--- src/rtl/hazard_pkg.sv ---
// rtl/hazard_pkg.sv - shared forwarding-select encodings and shadow slot record
package hazard_pkg;

    localparam logic [1:0] FWD_RF  = 2'd0;
    localparam logic [1:0] FWD_MEM = 2'd1;
    localparam logic [1:0] FWD_WB  = 2'd2;

    typedef struct packed {
        logic       valid;
        logic [4:0] rd;
        logic       is_load;
    } slot_t;

endpackage

--- src/rtl/hazard_cmp.sv ---
// rtl/hazard_cmp.sv - matches one shadow slot against one ID source register
module hazard_cmp
    import hazard_pkg::*;
(
    input  slot_t      slot,
    input  logic [4:0] rs,
    input  logic       use_rs,
    output logic       match
);

    // is_load is judged by the caller; only the destination matters here
    logic unused_is_load;
    assign unused_is_load = slot.is_load;

    // x0 is never a producer, even if a slot somehow carried it
    assign match = slot.valid && (slot.rd == rs) && (slot.rd != 5'd0) && use_rs;

endmodule

--- src/rtl/hazard_ctrl.sv ---
// rtl/hazard_ctrl.sv - five-stage pipeline hazard, forwarding and flush control
module hazard_ctrl
    import hazard_pkg::*;
#(
    parameter bit FWD_EN = 1'b1,
    parameter int CNT_W  = 32
) (
    input  logic             clk,
    input  logic             rst,
    input  logic [4:0]       id_rs1,
    input  logic [4:0]       id_rs2,
    input  logic             id_use_rs1,
    input  logic             id_use_rs2,
    input  logic [4:0]       id_rd,
    input  logic             id_we,
    input  logic             id_is_load,
    input  logic             ex_branch_taken,
    input  logic             freeze,
    output logic             stall_if_id,
    output logic             bubble_id_ex,
    output logic             flush_if_id,
    output logic [1:0]       fwd_a,
    output logic [1:0]       fwd_b,
    output logic             id_byp_a,
    output logic             id_byp_b,
    output logic [CNT_W-1:0] stall_cnt
);

    slot_t ex_q, mem_q, wb_q;

    logic ex_m_a, ex_m_b, mem_m_a, mem_m_b, wb_m_a, wb_m_b;

    hazard_cmp u_cmp_ex_a  (.slot(ex_q),  .rs(id_rs1), .use_rs(id_use_rs1), .match(ex_m_a));
    hazard_cmp u_cmp_ex_b  (.slot(ex_q),  .rs(id_rs2), .use_rs(id_use_rs2), .match(ex_m_b));
    hazard_cmp u_cmp_mem_a (.slot(mem_q), .rs(id_rs1), .use_rs(id_use_rs1), .match(mem_m_a));
    hazard_cmp u_cmp_mem_b (.slot(mem_q), .rs(id_rs2), .use_rs(id_use_rs2), .match(mem_m_b));
    hazard_cmp u_cmp_wb_a  (.slot(wb_q),  .rs(id_rs1), .use_rs(id_use_rs1), .match(wb_m_a));
    hazard_cmp u_cmp_wb_b  (.slot(wb_q),  .rs(id_rs2), .use_rs(id_use_rs2), .match(wb_m_b));

    logic       load_use;
    logic       raw_any;
    logic       hazard;
    logic       do_flush;
    logic       do_stall;
    logic [1:0] fwd_a_nxt;
    logic [1:0] fwd_b_nxt;
    slot_t      id_slot;

    always_comb begin
        load_use  = (ex_m_a || ex_m_b) && ex_q.is_load;
        raw_any   = ex_m_a || ex_m_b || mem_m_a || mem_m_b || wb_m_a || wb_m_b;
        hazard    = FWD_EN ? load_use : raw_any;

        // freeze dominates; a branch flush squashes the ID instruction, so any
        // hazard it had is moot and must not be counted as a stall
        do_flush  = ex_branch_taken && !freeze;
        do_stall  = hazard && !freeze && !ex_branch_taken;

        stall_if_id  = freeze || do_stall;
        bubble_id_ex = do_flush || do_stall;
        flush_if_id  = do_flush;

        // regfile is not write-through, so a same-cycle WB write is bypassed
        id_byp_a = FWD_EN && wb_m_a && !stall_if_id && !flush_if_id;
        id_byp_b = FWD_EN && wb_m_b && !stall_if_id && !flush_if_id;

        // youngest producer (EX) wins over MEM
        fwd_a_nxt = FWD_RF;
        fwd_b_nxt = FWD_RF;
        if (FWD_EN) begin
            if (ex_m_a)       fwd_a_nxt = FWD_MEM;
            else if (mem_m_a) fwd_a_nxt = FWD_WB;
            if (ex_m_b)       fwd_b_nxt = FWD_MEM;
            else if (mem_m_b) fwd_b_nxt = FWD_WB;
        end

        id_slot.valid   = id_we && (id_rd != 5'd0);
        id_slot.rd      = id_rd;
        id_slot.is_load = id_is_load;
    end

    always_ff @(posedge clk) begin
        if (rst) begin
            ex_q      <= '0;
            mem_q     <= '0;
            wb_q      <= '0;
            fwd_a     <= FWD_RF;
            fwd_b     <= FWD_RF;
            stall_cnt <= '0;
        end else if (freeze) begin
            ex_q      <= ex_q;
            mem_q     <= mem_q;
            wb_q      <= wb_q;
            fwd_a     <= fwd_a;
            fwd_b     <= fwd_b;
            stall_cnt <= stall_cnt;
        end else if (do_flush || do_stall) begin
            ex_q      <= '0;
            mem_q     <= ex_q;
            wb_q      <= mem_q;
            fwd_a     <= FWD_RF;
            fwd_b     <= FWD_RF;
            if (do_stall) begin
                stall_cnt <= stall_cnt + CNT_W'(1);
            end
        end else begin
            ex_q      <= id_slot;
            mem_q     <= ex_q;
            wb_q      <= mem_q;
            fwd_a     <= fwd_a_nxt;
            fwd_b     <= fwd_b_nxt;
        end
    end

endmodule

--- config.mk ---
export PLATFORM = sky130hd
export DESIGN_NAME = hazard_ctrl
export DESIGN_NICKNAME = d
export VERILOG_FILES = /design/src/rtl/hazard_pkg.sv /design/src/rtl/hazard_cmp.sv /design/src/rtl/hazard_ctrl.sv
export SDC_FILE = /design/constraint.sdc
export NUM_CORES = 1
export LEC_CHECK = 0
export ABC_AREA = 1
export CELL_PAD_IN_SITES_DETAIL_PLACEMENT = 1
export CELL_PAD_IN_SITES_GLOBAL_PLACEMENT = 2
export CORE_AREA = 2 2 120 122
export DETAILED_ROUTE_END_ITERATION = 10
export DIE_AREA = 0 0 122 124
export GPL_TIMING_DRIVEN = 0
export PLACE_DENSITY_LB_ADDON = 0.1
export SETUP_SLACK_MARGIN = 0.2
export SYNTH_ARGS = -nofsm -noshare
export SYNTH_HDL_FRONTEND = slang
export SYNTH_SLANG_ARGS = --single-unit
--- constraint.sdc ---
create_clock -name clk -period 1.55 [get_ports clk]
set_input_delay 0.31 -clock clk [delete_from_list [all_inputs] [get_ports clk]]
set_output_delay 0.31 -clock clk [all_outputs]
set_load 0.005 [all_outputs]
# Yosys cells after proc, flatten, opt, wreduce, memory -nomap -nowiden
# Cells that the tools add are included.
# totals
latchBits	0
reg_bits	55
memories	0
inputBits	23
mem_bits_ro	0
mem_bits_rw	0
out_inout_bits	41
# classes
shifts	0
add_sub_neg	1
mux	7
bitwise	1
n_div	0
eq_ne	6
n_mul	0
order_cmp	0
n_reduce_logical	39
# ops
op	n
adder 32 x 1 -> 32 bit, second input constant	1
equality test 5 bit	6
logical AND 1 bit	27
nonzero test 5 bit	4
two-way mux 2 bit	6
two-way mux 7 bit	1
logical NOT 1 bit	4
logical OR 1 bit	3
AND reduction 3 bit	1
inverter 1 bit	1

# Logic depth before layout (Yosys ltp)
# Gate-level depths: netlist of run 1.
# depth
ltp_word	12
mapped_depth	15
mapped_depth_nobuf	14

# By module
# Synthesis of run 1 repeated with hierarchy kept, for this count alone.
# hier_totals
hier_cells	612
hier_area_um2	3603.5
# by_module_without_submodules
module	area_per_inst_um2	instances	cells_per_inst
hazard_ctrl	2860.2	1	420
hazard_cmp	123.9	6	32

# Worst setup path after synthesis of run 1
# No wires, ideal clock.
# synth_timing
kind	reg-to-output
startpoint	reg ex_q[4] (netlist name)
endpoint	out id_byp_a
slack_ns	-0.119
arrival_time_ns	1.359
required_ns	1.240
stages_incl_launch_ff	11
path_buffers	1
cell_sequence	dfxtp_1 inv_2 nand3_1 nor2_1 nor2_1 nand2_2 nand2_4 nand2_4 buf_6 nand2_1 nor4_1
# synth_between
elab_chain_len	12
# synth_lines
item	line	source
start, declared	hazard_ctrl.sv:29	slot_t ex_q, mem_q, wb_q;
start signal, assigned	hazard_ctrl.sv:91	ex_q <= ex_q;
start signal, assigned	hazard_ctrl.sv:107	ex_q <= id_slot;
equality test 5 bit	hazard_cmp.sv:16	assign match = slot.valid && (slot.rd == rs) && (slot.rd != 5'd0) && use_rs;
logical AND 1 bit (3 in a row)	hazard_cmp.sv:16	
logical OR 1 bit *	-	
logical AND 1 bit *	hazard_ctrl.sv:50	load_use = (ex_m_a || ex_m_b) && ex_q.is_load;
logical AND 1 bit * (2 in a row)	hazard_ctrl.sv:57	do_stall = hazard && !freeze && !ex_branch_taken;
logical OR 1 bit *	hazard_ctrl.sv:59	stall_if_id = freeze || do_stall;
net stall_if_id	hazard_ctrl.sv:19	output logic stall_if_id,
logical NOT 1 bit *	hazard_ctrl.sv:64	id_byp_a = FWD_EN && wb_m_a && !stall_if_id && !flush_if_id;
logical AND 1 bit * (2 in a row)	hazard_ctrl.sv:64	
end, declared	hazard_ctrl.sv:24	output logic id_byp_a,
# Mark *: on every way through the listed nets, which the timed path passes. The rest lies on a longest branch.

# Worst setup path in the final report of run 1
# layout_timing
startpoint	in id_rs1[2]
endpoint	out bubble_id_ex
# layout_between
elab_chain_len	9
# layout_lines
item	line	source
start, declared	hazard_ctrl.sv:10	input logic [4:0] id_rs1,
equality test 5 bit	hazard_cmp.sv:16	
logical AND 1 bit (3 in a row)	hazard_cmp.sv:16	
logical OR 1 bit	-	
logical AND 1 bit	hazard_ctrl.sv:50	
logical AND 1 bit (2 in a row)	hazard_ctrl.sv:57	
logical OR 1 bit	hazard_ctrl.sv:60	bubble_id_ex = do_flush || do_stall;
end, declared	hazard_ctrl.sv:20	output logic bubble_id_ex,
# Every way passes these cells.

==> impl_metrics.csv, run 1 <==
group,metric,value,unit
clock_network,clk_pin_slew,80,ps
run_status,violations,"negative setup slack",
clock_network,cts_buffers,5,
floorplan,dieWidth,122,um
power,switching_power,0.817,mW
worst_setup_path,crit_top_cell,"nand2_2",
worst_setup_path,cp_cell_sequence,"clkdlybuf4s15_1, inv_2, nand2_2, nand2_1, nand2_1, nor2_4, nand2_2, nand2_4, nand2_8, buf_8, buf_12, nand2_2, buf_6",
placement,place.gp.congestion,0.835,
timing,grt_setup_unrepaired,"true",
clock_network,cts_root_buf,"clkbuf_16",
power,totalPowerFinal,3.17,mW
drt,route.detailed.drc,0,
drt,vias_per_cell,4.60,
power,ir_worst_vdd,0.411,mV
logic_synthesis,yosys_warnings,0,
power,p_per_area,598,mW/mm^2
global_routing,grtUsageTotal,17.9,%
worst_hold_path,worstHoldPathType,"input pin to register",
power,p_clk_share,43.5,%
timing,finalCritPeriodShare,130,%
worst_setup_path,critPathTopFamily,"buffers and inverters",
clock_network,cts_sinks,55,
worst_setup_path,crit_type,"input pin to output pin",
drt,first_iter_violations,123,
final_layout,final_common_cell,"nand2_1",
global_routing,antenna_found_initial,0,
run_status,status,"finished, violations left",
timing,finalSetupViolCount,47,
floorplan,core_area,0.0137,mm^2
global_routing,grt_pass1_vias,4044,
placement,post-dp-hpwl,9440,um
floorplan,dieArea,0.0151,mm^2
worst_setup_path,cp.buffers_inverters,5,
clock_network,cts_max_path_buffers,2,
worst_setup_path,critPathMaxStageDelay,280,ps
timing,slew_headroom,41.4,%
floorplan,row_count,43,
final_layout,antennaDiodeCount,0,
power,switching_share,25.8,%
final_layout,area_growth,61.9,%
logic_synthesis,syn_inst,535,
logic_synthesis,ys_seq_area_share,33.6,%
logic_synthesis,syn_nets,559,
final_layout,utilization,38.7,%
flow_run,cap_violations,0,
timing,worst_slack,-468,ps
worst_setup_path,critical_path.startpoint_type,"input pin",
drt,detail-route-antenna-nets,0,
drt,wl_per_cell,15.5,um
power,p_int,2.35,mW
floorplan,start_util,23.9,%
final_layout,multi_input_area,0.00215,mm^2
final_layout,num-fill-cells,1770,
floorplan,die_h,124,um
floorplan,num_io_pins,64,
logic_synthesis,synth-seq-cells,55,
timing,finalMaxSlewViolations,0,
timing,finalWorstPathRequiredPeriod,2020,ps
timing,max_freq,0.495,GHz
timing,hold_violations,0,
global_routing,grt_pass1_wl,20900,um
logic_synthesis,syn-cell-area,0.00328,mm^2
drt,postRouteWirelength,13000,um
power,pwr-share-seq,45.3,%
placement,port-buffer-count,62,
drt,num_vias,3872,
global_routing,grt_overflow,0,
global_routing,grt_start_max_net_pins,17,
logic_synthesis,synth_cell_types,31,
worst_setup_path,crit_required,1240,ps
worst_setup_path,path_max_fanout,4,
clock_network,cts_max_level,2,
worst_setup_path,slowest_stage,"clkdlybuf4s15_1",
clock_network,hold_buffers,0,
final_layout,nNetsFinal,684,
logic_synthesis,syn_area_per_cell,6.13,um^2
timing,tightest_slew,876,ps
worst_setup_path,cp.arrival,1710,ps
final_layout,drive_above_1_share,31.2,%
drt,first_pass_iters,4,
final_layout,final_cell_mix,"149 x nand2_1, 66 x nor2_1, 65 x inv_1, 42 x buf_4, 40 x dlygate4sd2_1",
timing,finalClockSkew,8.15,ps
worst_setup_path,critPathCaptureType,"output pin",
clock_network,clkLatencyLatePin,310,ps
final_layout,ff_latch_area,0.00120,mm^2
power,leakage,2.31,nW
power,pwr-share-comb,11.2,%
clock_network,cts_tree,"yes",
## cell families (layout without fill, tap and decap cells)
| logic type | Yosys count | in the layout | synth area share, % |
|---|---|---|---|
| AOI/OAI and AO/OA | 55 | 55 | 9.73 |
| xor gates and xnor gates | 5 | 5 | 1.34 |
| adders and majority gates | 1 | 1 | 0.382 |
| buffers and inverters | 91 | 217 | 11.6 |
| DFF | 55 | 55 | 33.6 |
| and+or+nand+nor | 328 | 328 | 43.3 |
## worst reg2reg max path, cell delays in order (launching register included)
cell      delay, ps
dfxtp_4         400
inv_4            60
a21oi_2         110
nand2_1          80
nor2_2          100
nand2_2          90
nand2_4         110
buf_4           120
buf_6            80
buf_6            80
buf_6            80
buf_6            90
buf_6           100
nand4_1         150
o21bai_1        160
nor2_1           50
## worst paths after layout
| kind | from | endpoint | slack [ps] | cells past startpoint |
|---|---|---|---|---|
| max | id_rs1[2] | bubble_id_ex | -470 | 13 |
| min | freeze | wb_q[6]$_SDFFE_PP0N_ | 420 | 4 |
| max reg2reg | ex_q[4]$_SDFFE_PP0N_ | stall_cnt[26]$_SDFFE_PP0P_ | -390 | 15 |
| min reg2reg | fwd_a[0]$_SDFFE_PP0N_ | fwd_a[0]$_SDFFE_PP0N_ | 470 | 2 |
## synthesized netlist by cell type
| cell | instances | area, um^2 |
|---|---|---|
| inv_2 | 5 | 18.8 |
| xor2_1 | 4 | 35.0 |
| dfxtp_1 | 55 | 1100 |
| nor4_1 | 5 | 31.3 |
| o21bai_1 | 13 | 97.6 |
| ha_1 | 1 | 12.5 |
| a21oi_1 | 23 | 115 |
| nor2_2 | 4 | 25.0 |
| buf_6 | 4 | 45.0 |
| inv_1 | 71 | 267 |
| nor3b_4 | 1 | 18.8 |
| buf_4 | 1 | 7.51 |
| or2_2 | 1 | 6.26 |
| o22ai_1 | 3 | 18.8 |
| xnor2_1 | 1 | 8.76 |
| nor2b_1 | 1 | 6.26 |
| nand2_1 | 163 | 612 |
| nor3_2 | 3 | 30.0 |
| nand2_4 | 2 | 22.5 |
| inv_6 | 1 | 8.76 |
| buf_2 | 1 | 5.00 |
| nand2_2 | 2 | 12.5 |
| nor3_1 | 10 | 50.1 |
| clkbuf_1 | 7 | 26.3 |
| nand3b_1 | 1 | 7.51 |
| a21oi_2 | 2 | 17.5 |
| nand3_1 | 39 | 195 |
| buf_1 | 1 | 3.75 |
| nand4_1 | 17 | 106 |
| o21ai_0 | 14 | 70.1 |
| nor2_1 | 79 | 297 |
## layer usage
| layer | global-route usage [%] | wire length (um) | vias to the layer above |
|---|---|---|---|
| met2 | 32.7 | 6680 | 48 |
| met3 | 3.21 | 388 | 5 |
| met4 | 4.17 | 102 | 0 |
| li1 | - | - | 1943 |
| met5 | 0 | 0 | - |
| met1 | 21.8 | 5870 | 1876 |
## stage by stage
step	hold slack (ps)	setup slack [ps]	setup TNS [ps]	std cells	area (um^2)
floorplan	435	-55.8	-85.6	535	3530
global placement	444	-1470	-40930	777	4370
detailed placement	465	-1450	-40030	777	4370
CTS	400	-535	-14330	832	5090
global route	440	-578	-20220	841	5310
finish	421	-468	-13920	841	5310
## state kept, by name (all words and copies together), names as in the netlist
signal / flops
wb_q: 6
fwd_a: 2
fwd_b: 2
ex_q: 7
stall_cnt: 32
mem_q: 6
## power by group through the flow
| stage | clock network (mW) | registers [mW] | logic, mW |
|---|---|---|---|
| 2_1_floorplan | 0 | 1.49 | 0.185 |
| 3_3_place_gp | 0 | 1.50 | 0.332 |
| 3_5_place_dp | 0 | 1.50 | 0.335 |
| 4_1_cts | 1.44 | 1.44 | 0.343 |
| 5_1_grt | 1.50 | 1.44 | 0.397 |
| 6_report | 1.38 | 1.44 | 0.356 |
## repair_timing
action / CTS / global route
resized for setup: 166 / 38
setup buffers: 45 / 7
cloned: 2 / 2
endpoints found under the setup margin: 90 / 55
pin swaps: 20 / 17
## cell type report
cell class              instances  share of cell area [%]
flip-flops and latches         55                    22.6
plain buffers                  14                    2.69
clock buffers                   6                    2.62
inverters                      77                    5.99
clock inverters                 2                   0.660
well taps                     180                    4.24
repair buffers                118                    20.6
multi-input cells             389                    40.6
Note: power is estimated with default switching activity, not from simulation.
==> inputs of run 2 (changes only) <==
PLACE_DENSITY = 0.84   (was unset)
PLACE_DENSITY_LB_ADDON = unset   (was 0.1)
==> run 2 against run 1 <==
  * The run still ends with negative setup slack left
  * Die area unchanged
  * First-iteration DRC count grew 47%
  * Power down 7.8%
  * Combinational power grew 1%
  * Core utilization increased by 0.60 points
  * Clock power fell by 18%
  * Design area rose by 1.6%
  * Worst setup slack got worse by 31 ps
  * Final cell count up 0.12%
  * Sequential share of layout area decreased by 0.25 points
  * Critical path depth is the same
  * Non-clock buffer count is 2 higher
  * Highest routed layer unchanged
==> impl_metrics.csv, run 2 (synthesis gave the netlist of run 1 again) <==
group,metric,value,unit
run_status,status,"finished, violations left",
run_status,violations,"negative setup slack",
final_layout,reg.largest.list,"stall_cnt (32), ex_q (7)",
drt,wl_per_cell,16.0,um
worst_setup_path,r2r_slack,-470,ps
worst_setup_path,startpoint,"id_rs2[2]",
worst_setup_path,path_max_fanout,4,
placement,post-dp-hpwl,9160,um
worst_setup_path,worst_r2r_endpoint,"stall_cnt[27]$_SDFFE_PP0P_",
floorplan,num_io_pins,64,
global_routing,grtUsageTotal,18.1,%
worst_setup_path,slowest_stage,"dlygate4sd2_1",
clock_network,hold_buffers,0,
global_routing,grt_overflow,0,
worst_hold_path,worstHoldPathType,"input pin to register",
timing,finalSetupViolCount,47,
placement,port-buffer-count,62,
floorplan,dieArea,0.0151,mm^2
final_layout,final_cell_mix,"149 x nand2_1, 65 x inv_1, 65 x nor2_1, 43 x dlygate4sd2_1, 32 x buf_4",
final_layout,area_growth,64.4,%
timing,max_freq,0.488,GHz
clock_network,cts_root_buf,"clkbuf_16",
floorplan,die_h,124,um
final_layout,antennaDiodeCount,0,
global_routing,grt_start_max_net_pins,16,
global_routing,grt_pass1_wl,21100,um
clock_network,clk_pin_slew,70,ps
global_routing,antenna_found_initial,0,
worst_setup_path,crit_type,"input pin to output pin",
final_layout,final_common_cell,"nand2_1",
timing,hold_violations,0,
final_layout,largest_reg_flops,32,
flow_run,cap_violations,0,
power,ir_worst_vdd,0.559,mV
timing,finalClockSkew,2.96,ps
worst_setup_path,critical_path.startpoint_type,"input pin",
worst_setup_path,crit_required,1240,ps
drt,route.detailed.drc,0,
global_routing,grt_pass1_vias,4090,
timing,tightest_slew,1200,ps
worst_setup_path,critPathCaptureType,"output pin",
worst_setup_path,worstSetupEndpoint,"id_byp_a",
clock_network,cts_max_level,2,
clock_network,cts_tree,"yes",
timing,worst_slack,-499,ps
clock_network,cts_sinks,55,
final_layout,drive_above_1_share,32.0,%
timing,finalCritPeriodShare,132,%
power,leakage,2.34,nW
placement,place.gp.congestion,0.841,
floorplan,start_util,23.9,%
clock_network,clkLatencyLatePin,300,ps
timing,hold_ws,438,ps
drt,first_pass_iters,4,
clock_network,cts_max_path_buffers,2,
timing,finalMaxSlewViolations,0,
drt,num_vias,3928,
final_layout,largest-register,"stall_cnt",
drt,first_iter_violations,181,
worst_setup_path,cp_cell_sequence,"dlygate4sd2_1, inv_1, nand2_1, nand2_1, nand2_1, nor2_2, nand2_2, nand2_4, nand2_4, buf_8, nand2_8, nor4_4, buf_2",
worst_setup_path,critPathMaxStageDelay,320,ps
floorplan,dieWidth,122,um
power,p_per_area,543,mW/mm^2
timing,slew_headroom,19.6,%
timing,grt_setup_unrepaired,"true",
floorplan,core_area,0.0137,mm^2
worst_setup_path,reg2regPathDepth,19,
timing,finalWorstPathRequiredPeriod,2050,ps
drt,postRouteWirelength,13500,um
clock_network,cts_buffers,5,
worst_setup_path,cp.arrival,1740,ps
floorplan,row_count,43,
final_layout,nNetsFinal,686,
worst_setup_path,worstReg2RegStart,"ex_q[2]$_SDFFE_PP0N_",
drt,vias_per_cell,4.67,
worst_setup_path,crit_top_cell,"nand2_1",
final_layout,utilization,39.3,%
drt,detail-route-antenna-nets,0,
run 2: changes by cell type in the layout (fill, tap and decap cells not counted), sizes merged:
cell           delta
clkdlybuf4s15     -3
clkinv            -1
dlygate4sd2       +3
clkbuf            +1
bufinv            -1
buf               +2
run 2: through the flow:
step	setup TNS [ps]	power (mW)	setup slack (ps)	instances	area, um^2
finish	-17450	2.92	-499	842	5390
floorplan	-85.6	1.67	-55.8	535	3530
global route	-22980	3.05	-650	842	5390
CTS	-13190	2.95	-496	835	5160
global placement	-36420	1.82	-1370	777	4370
detailed placement	-38090	1.83	-1430	777	4370
run 2: report_power, final:
group	switching, mW	internal, mW
Clock	0.536	0.594
Combinational	0.215	0.146
Sequential	0.0330	1.40
run 2: layout make-up:
| type | instances | area, um^2 |
|---|---|---|
| plain buffers | 14 | 149 |
| clock buffers | 7 | 133 |
| fillers | 1710 | 8330 |
| inverters | 77 | 313 |
| multi-input cells | 389 | 2200 |
| flip-flops and latches | 55 | 1210 |
| well taps | 180 | 225 |
| repair buffers | 120 | 1160 |
run 2: worst min-delay path by stage:
| stage | to | cells after the start | from |
|---|---|---|---|
| 2_1_floorplan | mem_q[6]$_SDFFE_PP0N_ | 2 | mem_q[6]$_SDFFE_PP0N_ |
| 3_3_place_gp | mem_q[6]$_SDFFE_PP0N_ | 2 | mem_q[6]$_SDFFE_PP0N_ |
| 3_5_place_dp | fwd_b[0]$_SDFFE_PP0N_ | 2 | fwd_b[0]$_SDFFE_PP0N_ |
| 4_1_cts | wb_q[6]$_SDFFE_PP0N_ | 4 | freeze |
| 5_1_grt | wb_q[6]$_SDFFE_PP0N_ | 4 | freeze |
| 6_report | wb_q[6]$_SDFFE_PP0N_ | 4 | freeze |
run 2: what timing repair did:
action                                  in CTS  in global routing
endpoints found under the hold margin        0                  0
buffers inserted                            47                  7
gates cloned                                 4                  0
endpoints found under the setup margin      90                 54
pin swaps                                   31                 21
gates resized for setup                    173                 50
run 2: worst max-delay path, delay by kind of cell:
| family | cells | cell delay (ps) |
|---|---|---|
| simple gates | 9 | 690 |
| buf+inv | 4 | 750 |
run 2: metal layers:
| layer | vias up | GRT usage [%] | wire length [um] |
|---|---|---|---|
| met2 | 65 | 33.1 | 6980 |
| met3 | 15 | 3.30 | 541 |
| li1 | 1949 | - | - |
| met1 | 1899 | 21.8 | 5780 |
| met4 | 0 | 4.60 | 187 |
| met5 | - | 0 | 0 |
